==> src/rtl/iob_ram_tdp_bist_pkg.sv <==
// Shared types and pattern helpers for the iob_ram_tdp BIST initiator.
package iob_ram_tdp_bist_pkg;

  typedef enum logic [2:0] {
    IDLE = 3'd0,
    WR_A = 3'd1,
    RD_B = 3'd2,
    WR_B = 3'd3,
    RD_A = 3'd4,
    DONE = 3'd5
  } state_t;

  localparam logic [1:0] PH_WA_RB = 2'd1;
  localparam logic [1:0] PH_WB_RA = 2'd3;

  // Callers cast the 64-bit result down to DATA_W; the low bits wrap naturally.
  function automatic logic [63:0] pat_word(input logic inv, input logic [63:0] seed,
                                           input logic [63:0] idx);
    logic [63:0] sum;
    sum = seed + idx;
    return inv ? ~sum : sum;
  endfunction

endpackage

==> src/rtl/iob_ram_tdp_bist_chk.sv <==
// One-stage expected-data/address pipeline and comparator for a RAM read port.
module iob_ram_tdp_bist_chk #(
  parameter int DATA_W = 8,
  parameter int ADDR_W = 4
) (
  input  logic              clk,
  input  logic              rst_n,
  input  logic              valid,
  input  logic [DATA_W-1:0] expected,
  input  logic [ADDR_W-1:0] addr,
  input  logic [DATA_W-1:0] dout,
  output logic              mismatch,
  output logic [ADDR_W-1:0] mm_addr
);

  logic              vld_q;
  logic [DATA_W-1:0] exp_q;

  always_ff @(posedge clk) begin
    if (!rst_n) begin
      vld_q   <= 1'b0;
      exp_q   <= '0;
      mm_addr <= '0;
    end else begin
      vld_q <= valid;
      if (valid) begin
        exp_q   <= expected;
        mm_addr <= addr;
      end
    end
  end

  // RAM read data lands one cycle after the address was issued, lining up with the pipeline.
  assign mismatch = vld_q && (dout != exp_q);

endmodule

==> src/rtl/iob_ram_tdp_bist.sv <==
// BIST initiator for a true dual-port RAM: write A / read B, then write B / read A.
// Optional IOB_RAM_TDP_BIST_ERRCNT_EN adds err_cnt and runs all phases despite mismatches.
module iob_ram_tdp_bist
  import iob_ram_tdp_bist_pkg::*;
#(
  parameter int DATA_W = 8,
  parameter int ADDR_W = 4
) (
  input  logic              clk,
  input  logic              rst_n,
  input  logic              start,
  input  logic [DATA_W-1:0] seq_ini,
  output logic              busy,
  output logic              done,
  output logic              pass,
  output logic [1:0]        fail_phase,
  output logic [ADDR_W-1:0] fail_addr,
  output logic [DATA_W-1:0] fail_data,
  output logic              enA,
  output logic              weA,
  output logic [ADDR_W-1:0] addrA,
  output logic [DATA_W-1:0] dinA,
  input  logic [DATA_W-1:0] doutA,
  output logic              enB,
  output logic              weB,
  output logic [ADDR_W-1:0] addrB,
  output logic [DATA_W-1:0] dinB,
  input  logic [DATA_W-1:0] doutB
`ifdef IOB_RAM_TDP_BIST_ERRCNT_EN
  ,
  output logic [ADDR_W+1:0] err_cnt
`endif
);

  localparam logic [ADDR_W:0] LAST  = (ADDR_W+1)'((1 << ADDR_W) - 1);
  localparam logic [ADDR_W:0] DRAIN = (ADDR_W+1)'(1 << ADDR_W);
`ifdef IOB_RAM_TDP_BIST_ERRCNT_EN
  localparam bit STOP_ON_FAIL = 1'b0;
`else
  localparam bit STOP_ON_FAIL = 1'b1;
`endif

  state_t            state;
  logic [ADDR_W:0]   i, nxt_i;
  logic [DATA_W-1:0] seed, exp_w, dout_sel, pat_a, pat_b;
  logic              ok, rd_phase, issue, chk_mm, mm, abort;
  logic [ADDR_W-1:0] chk_addr;

  always_comb begin
    rd_phase = (state == RD_B) || (state == RD_A);
    issue    = rd_phase && !i[ADDR_W];
    nxt_i    = i + 1'b1;
    exp_w    = DATA_W'(pat_word(state == RD_A, 64'(seed), 64'(i)));
    pat_a    = DATA_W'(pat_word(1'b0, 64'(seed), 64'(nxt_i)));
    pat_b    = DATA_W'(pat_word(1'b1, 64'(seed), 64'(nxt_i)));
    dout_sel = (state == RD_A) ? doutA : doutB;
    mm       = chk_mm && rd_phase;
    abort    = mm && STOP_ON_FAIL;
  end

  iob_ram_tdp_bist_chk #(.DATA_W(DATA_W), .ADDR_W(ADDR_W)) u_chk (
    .clk      (clk),
    .rst_n    (rst_n),
    .valid    (issue),
    .expected (exp_w),
    .addr     (i[ADDR_W-1:0]),
    .dout     (dout_sel),
    .mismatch (chk_mm),
    .mm_addr  (chk_addr)
  );

  // Port outputs are registered: each transition loads what the next cycle drives.
  always_ff @(posedge clk) begin
    if (!rst_n) begin
      state      <= IDLE;
      i          <= '0;
      seed       <= '0;
      ok         <= 1'b0;
      busy       <= 1'b0;
      done       <= 1'b0;
      pass       <= 1'b0;
      fail_phase <= '0;
      fail_addr  <= '0;
      fail_data  <= '0;
      enA        <= 1'b0;
      weA        <= 1'b0;
      addrA      <= '0;
      dinA       <= '0;
      enB        <= 1'b0;
      weB        <= 1'b0;
      addrB      <= '0;
      dinB       <= '0;
`ifdef IOB_RAM_TDP_BIST_ERRCNT_EN
      err_cnt    <= '0;
`endif
    end else begin
      if (mm && ok) begin
        ok         <= 1'b0;
        fail_phase <= (state == RD_B) ? PH_WA_RB : PH_WB_RA;
        fail_addr  <= chk_addr;
        fail_data  <= dout_sel;
      end
`ifdef IOB_RAM_TDP_BIST_ERRCNT_EN
      if (mm && (err_cnt != '1)) err_cnt <= err_cnt + 1'b1;
`endif
      case (state)
        IDLE: if (start) begin
          seed       <= seq_ini;
          ok         <= 1'b1;
          busy       <= 1'b1;
          done       <= 1'b0;
          pass       <= 1'b0;
          fail_phase <= '0;
          fail_addr  <= '0;
          fail_data  <= '0;
          state      <= WR_A;
          i          <= '0;
          enA        <= 1'b1;
          weA        <= 1'b1;
          addrA      <= '0;
          dinA       <= seq_ini;
`ifdef IOB_RAM_TDP_BIST_ERRCNT_EN
          err_cnt    <= '0;
`endif
        end
        WR_A: if (i == LAST) begin
          state <= RD_B;
          i     <= '0;
          enA   <= 1'b0;
          weA   <= 1'b0;
          enB   <= 1'b1;
          weB   <= 1'b0;
          addrB <= '0;
        end else begin
          i     <= nxt_i;
          addrA <= nxt_i[ADDR_W-1:0];
          dinA  <= pat_a;
        end
        RD_B: if (abort) begin
          state <= DONE;
          enA   <= 1'b0;
          weA   <= 1'b0;
          enB   <= 1'b0;
          weB   <= 1'b0;
        end else if (i == LAST) begin
          i   <= DRAIN;
          enB <= 1'b0;
        end else if (i == DRAIN) begin
          state <= WR_B;
          i     <= '0;
          enB   <= 1'b1;
          weB   <= 1'b1;
          addrB <= '0;
          dinB  <= ~seed;
        end else begin
          i     <= nxt_i;
          addrB <= nxt_i[ADDR_W-1:0];
        end
        WR_B: if (i == LAST) begin
          state <= RD_A;
          i     <= '0;
          enB   <= 1'b0;
          weB   <= 1'b0;
          enA   <= 1'b1;
          weA   <= 1'b0;
          addrA <= '0;
        end else begin
          i     <= nxt_i;
          addrB <= nxt_i[ADDR_W-1:0];
          dinB  <= pat_b;
        end
        RD_A: if (abort || (i == DRAIN)) begin
          state <= DONE;
          enA   <= 1'b0;
          weA   <= 1'b0;
          enB   <= 1'b0;
          weB   <= 1'b0;
        end else if (i == LAST) begin
          i   <= DRAIN;
          enA <= 1'b0;
        end else begin
          i     <= nxt_i;
          addrA <= nxt_i[ADDR_W-1:0];
        end
        DONE: begin
          busy  <= 1'b0;
          done  <= 1'b1;
          pass  <= ok;
          state <= IDLE;
        end
        default: state <= IDLE;
      endcase
    end
  end

endmodule

==> config.mk <==
export PLATFORM = sky130hd
export DESIGN_NAME = iob_ram_tdp_bist
export DESIGN_NICKNAME = d
export VERILOG_FILES = /design/src/rtl/iob_ram_tdp_bist_pkg.sv /design/src/rtl/iob_ram_tdp_bist_chk.sv /design/src/rtl/iob_ram_tdp_bist.sv
export SDC_FILE = /design/constraint.sdc
export NUM_CORES = 1
export LEC_CHECK = 0
export BUFFER_PORTS_ARGS = -buffer_cell sky130_fd_sc_hd__buf_2
export CAP_MARGIN = 30
export CORE_ASPECT_RATIO = 1.1
export CORE_MARGIN = 1
export CORE_UTILIZATION = 40
export CTS_CLUSTER_DIAMETER = 150
export DETAILED_ROUTE_END_ITERATION = 8
export GPL_ROUTABILITY_DRIVEN = 1
export MAX_ROUTING_LAYER = met4
export PLACE_DENSITY_LB_ADDON = 0.25
export SETUP_SLACK_MARGIN = 0.2
export SKIP_LAST_GASP = 1
export SYNTH_ARGS = -nofsm -noshare
export SYNTH_HDL_FRONTEND = slang
export SYNTH_SLANG_ARGS = --single-unit
export TNS_END_PERCENT = 30
==> constraint.sdc <==
create_clock -name clk -period 6.8 [get_ports clk]
set_input_delay 0 -clock clk [delete_from_list [all_inputs] [get_ports clk]]
set_output_delay 0 -clock clk [all_outputs]
set_load 0.05 [all_outputs]
==> run metrics <==
outcome=finished clean; Synth Area per Inst=7.99 um2; Cell variety after synth=70; Starting DRT DRC Count=222; critical path startpoint category=register; relative slew slack=about 36%; Synth Register Bits=75; Final Core Density=48.6%; largest net degree at the start of global routing=29; Worst Hold Class=primary input to register; RR Endpoint=fail_data[5]; hold worst-path end=fail_data[3]; main area contributors after synthesis=dfxtp_1 (35%), nand2_1 (8.2%), a21oi_1 (5.8%), xnor2_1 (5.0%), ha_1 (4.1%); Syn Inst Count=530; Final setup viols=0; layout cells sized above 1=between 10% and 20%; reg2reg setup slack=3.00 ns; Hold Startpoint=doutB[3]; DR vias=between 3,000 and 4,000; number of synthesized flops with an enable pin=0; Power Dens Cells=327 mW/mm2; CP Data Arrival Time=between 4 and 5 ns; DRT antenna net count=0; Clock Skews=0.00541 ns; Clock Path Buffers=2; fmax=263 MHz; IO Port Bufs=between 70 and 80; Max Cap Viol=0; Post-DP HPWL=8480 um; row cnt=39; Ys Warns=0; Main synth FF type=dfxtp_1; Die Span Y=110 um; total track usage=23.0%; Place WS=3.09 ns; Hold Path Cell Cnt=4; antenna cells=0; number of global-route vias before repair=between 3,000 and 4,000; first-pass GRT wire length=roughly 19,000 um; DR WL/cell=~16 um; synthesized area=between 0.004 and 0.005 mm2; Die Area=0.0110 mm2; initial cell density of the core=40.9%; most frequent cell after synthesis=nand2_1; post-CTS sizing=0; RSZ-0062 raised after global routing=no; Post-synth ARST share=0%; fill count=roughly 1,100; core area=slightly above 0.01 mm2; Crit. End Element=register; initial antenna violation count=0; Syn Nets=573; Setup WS post-layout=3.00 ns; leading area contributor after synthesis=dfxtp_1; clk sinks=75; CTS Buf Count=9; r2r worst-path depth=8; mean number of vias per cell=5.36; worst hold slack=0.0272 ns; final hold viol count=0; Peak VDD IR=0.181 mV; sequential cell area=0.00150 mm2; RePlAce Congestion=0.902; drt pass-1 iters=5; leakage power total=2.07 nW; dpl cells=716; Clock Tree Root=clkbuf_16; Hold-fix buffers, CTS=8; slew of the pin with the lowest slew margin=0.956 ns; setup TNS=0 ns; post-CTS setup buffer count=0; CTS tree=yes; fraction of the yosys area taken by sequential cells=35.5%; Layout area overhead=18.6%; final wirelength=11,600 um; global route overflow=0; Reg clk slew, reported paths=0.06 ns; critical path class=register to register; count of pins over their slew limit=0; Synth top area share=a little over a third; Final Cycle Share=56.0%; reg2reg start=state[2]; Critical Path RT=7.07 ns; Die W=100 um; Total Nets Final=635; crit-path max FO=28; # H-tree levels=3; Worst-Skew Late Latency=between 0.3 and 0.4 ns; min Tclk post-route=3.80 ns; Multi-input gate area=0.00252 mm2; Post-synth top cells=nand2_1 (93), dfxtp_1 (75), a21oi_1 (49); fin cells=740; io pins=slightly above 70; Remaining DRCs=0
==> power by group <==
part / switching [mW] / internal [mW]
Clock: 0.192 / 0.257
Sequential: 0.0805 / 0.496
Combinational: 0.402 / 0.213
Total: 0.675 / 0.966
==> metal layers <==
layer | wire length [um] | part of all wire, % | track usage [%] | vias up
met2 | 5450 | 47 | 37.9 | 124
li1 | - | - | - | 1981
met3 | 578 | 5.0 | 4.51 | 27
met5 | 0 | 0 | - | -
met1 | 5250 | 45 | 27.1 | 1833
met4 | 337 | 2.9 | 11.3 | 0
==> sequential cells by signal (all words and copies together), names as in the netlist, 2 cells and up <==
register       flops
state              3
u_chk.exp_q        8
fail_addr          4
u_chk.mm_addr      4
i                  5
dinB               8
dinA               8
seed               8
addrB              4
fail_data          8
fail_phase         2
addrA              4
==> layout by cell type, fill, tap and decap left out, drive strengths merged, types with 3 or more instances in the layout <==
master | netlist | routed
nand2 | 93 | 93
buf | 8 | 76
dfxtp | 75 | 75
a21oi | 49 | 49
nor2 | 38 | 38
xnor2 | 24 | 24
o21ai | 23 | 23
inv | 18 | 19
nand3 | 18 | 18
mux2i | 16 | 16
ha | 14 | 14
nand2b | 10 | 10
nor3 | 10 | 10
a211oi | 10 | 10
clkbuf | 25 | 10
nor2b | 9 | 9
a21o | 8 | 8
dlygate4sd3 | 0 | 8
o22ai | 5 | 5
clkinv | 1 | 5
xor2 | 4 | 4
or2 | 4 | 4
a311oi | 4 | 4
and2 | 4 | 4
a21boi | 4 | 4
o21a | 3 | 3
a22oi | 3 | 3
o31ai | 3 | 3
a211o | 3 | 3
==> cells by family (layout without fill, tap and decap cells) <==
| group | Yosys count | after routing | synth area share, % |
|---|---|---|---|
| DFF | 75 | 75 | 35.5 |
| buffers and inverters | 52 | 119 | 4.99 |
| xor gates and xnor gates | 28 | 28 | 5.79 |
| AOI/OAI and AO/OA | 142 | 142 | 22.9 |
| muxes | 17 | 17 | 4.14 |
| and+or+nand+nor | 200 | 200 | 21.6 |
| adders and majority gates | 16 | 16 | 5.08 |
==> worst max path at each step <==
stage	startpoint	end	cells after the start
2_1_floorplan	state[0]	dinB[5]	9
3_3_place_gp	state[2]	fail_data[4]	8
3_5_place_dp	state[2]	fail_data[5]	8
4_1_cts	state[2]	fail_data[5]	8
5_1_grt	state[2]	fail_data[5]	8
6_report	state[2]	fail_data[5]	8
==> cell type report <==
class                           count  area share (%)
Tap cell                          143            3.56
Sequential cell                    75            29.9
Multi-Input combinational cell    403            50.2
Clock inverter                      6           0.797
Clock buffer                       10            4.76
Timing Repair Buffer               84            9.36
Inverter                           19            1.42
==> worst max-delay path: stages (launching register included) <==
cell and delay, ns:
dfxtp_1 0.89, nor3b_2 0.59, buf_4 0.28, mux2i_1 0.19
nor3_1 0.11, nand4_1 0.16, nand4_1 0.77, or2_2 0.62
a21oi_1 0.12
==> metrics by stage <==
step | area [um2] | power, mW
2_1_floorplan | 4240 | 1.05
3_3_place_gp | 4660 | 1.19
3_5_place_dp | 4660 | 1.19
4_1_cts | 5020 | 1.64
5_1_grt | 5020 | 1.73
6_report | 5020 | 1.64
Note: power is estimated with default switching activity, not from simulation.
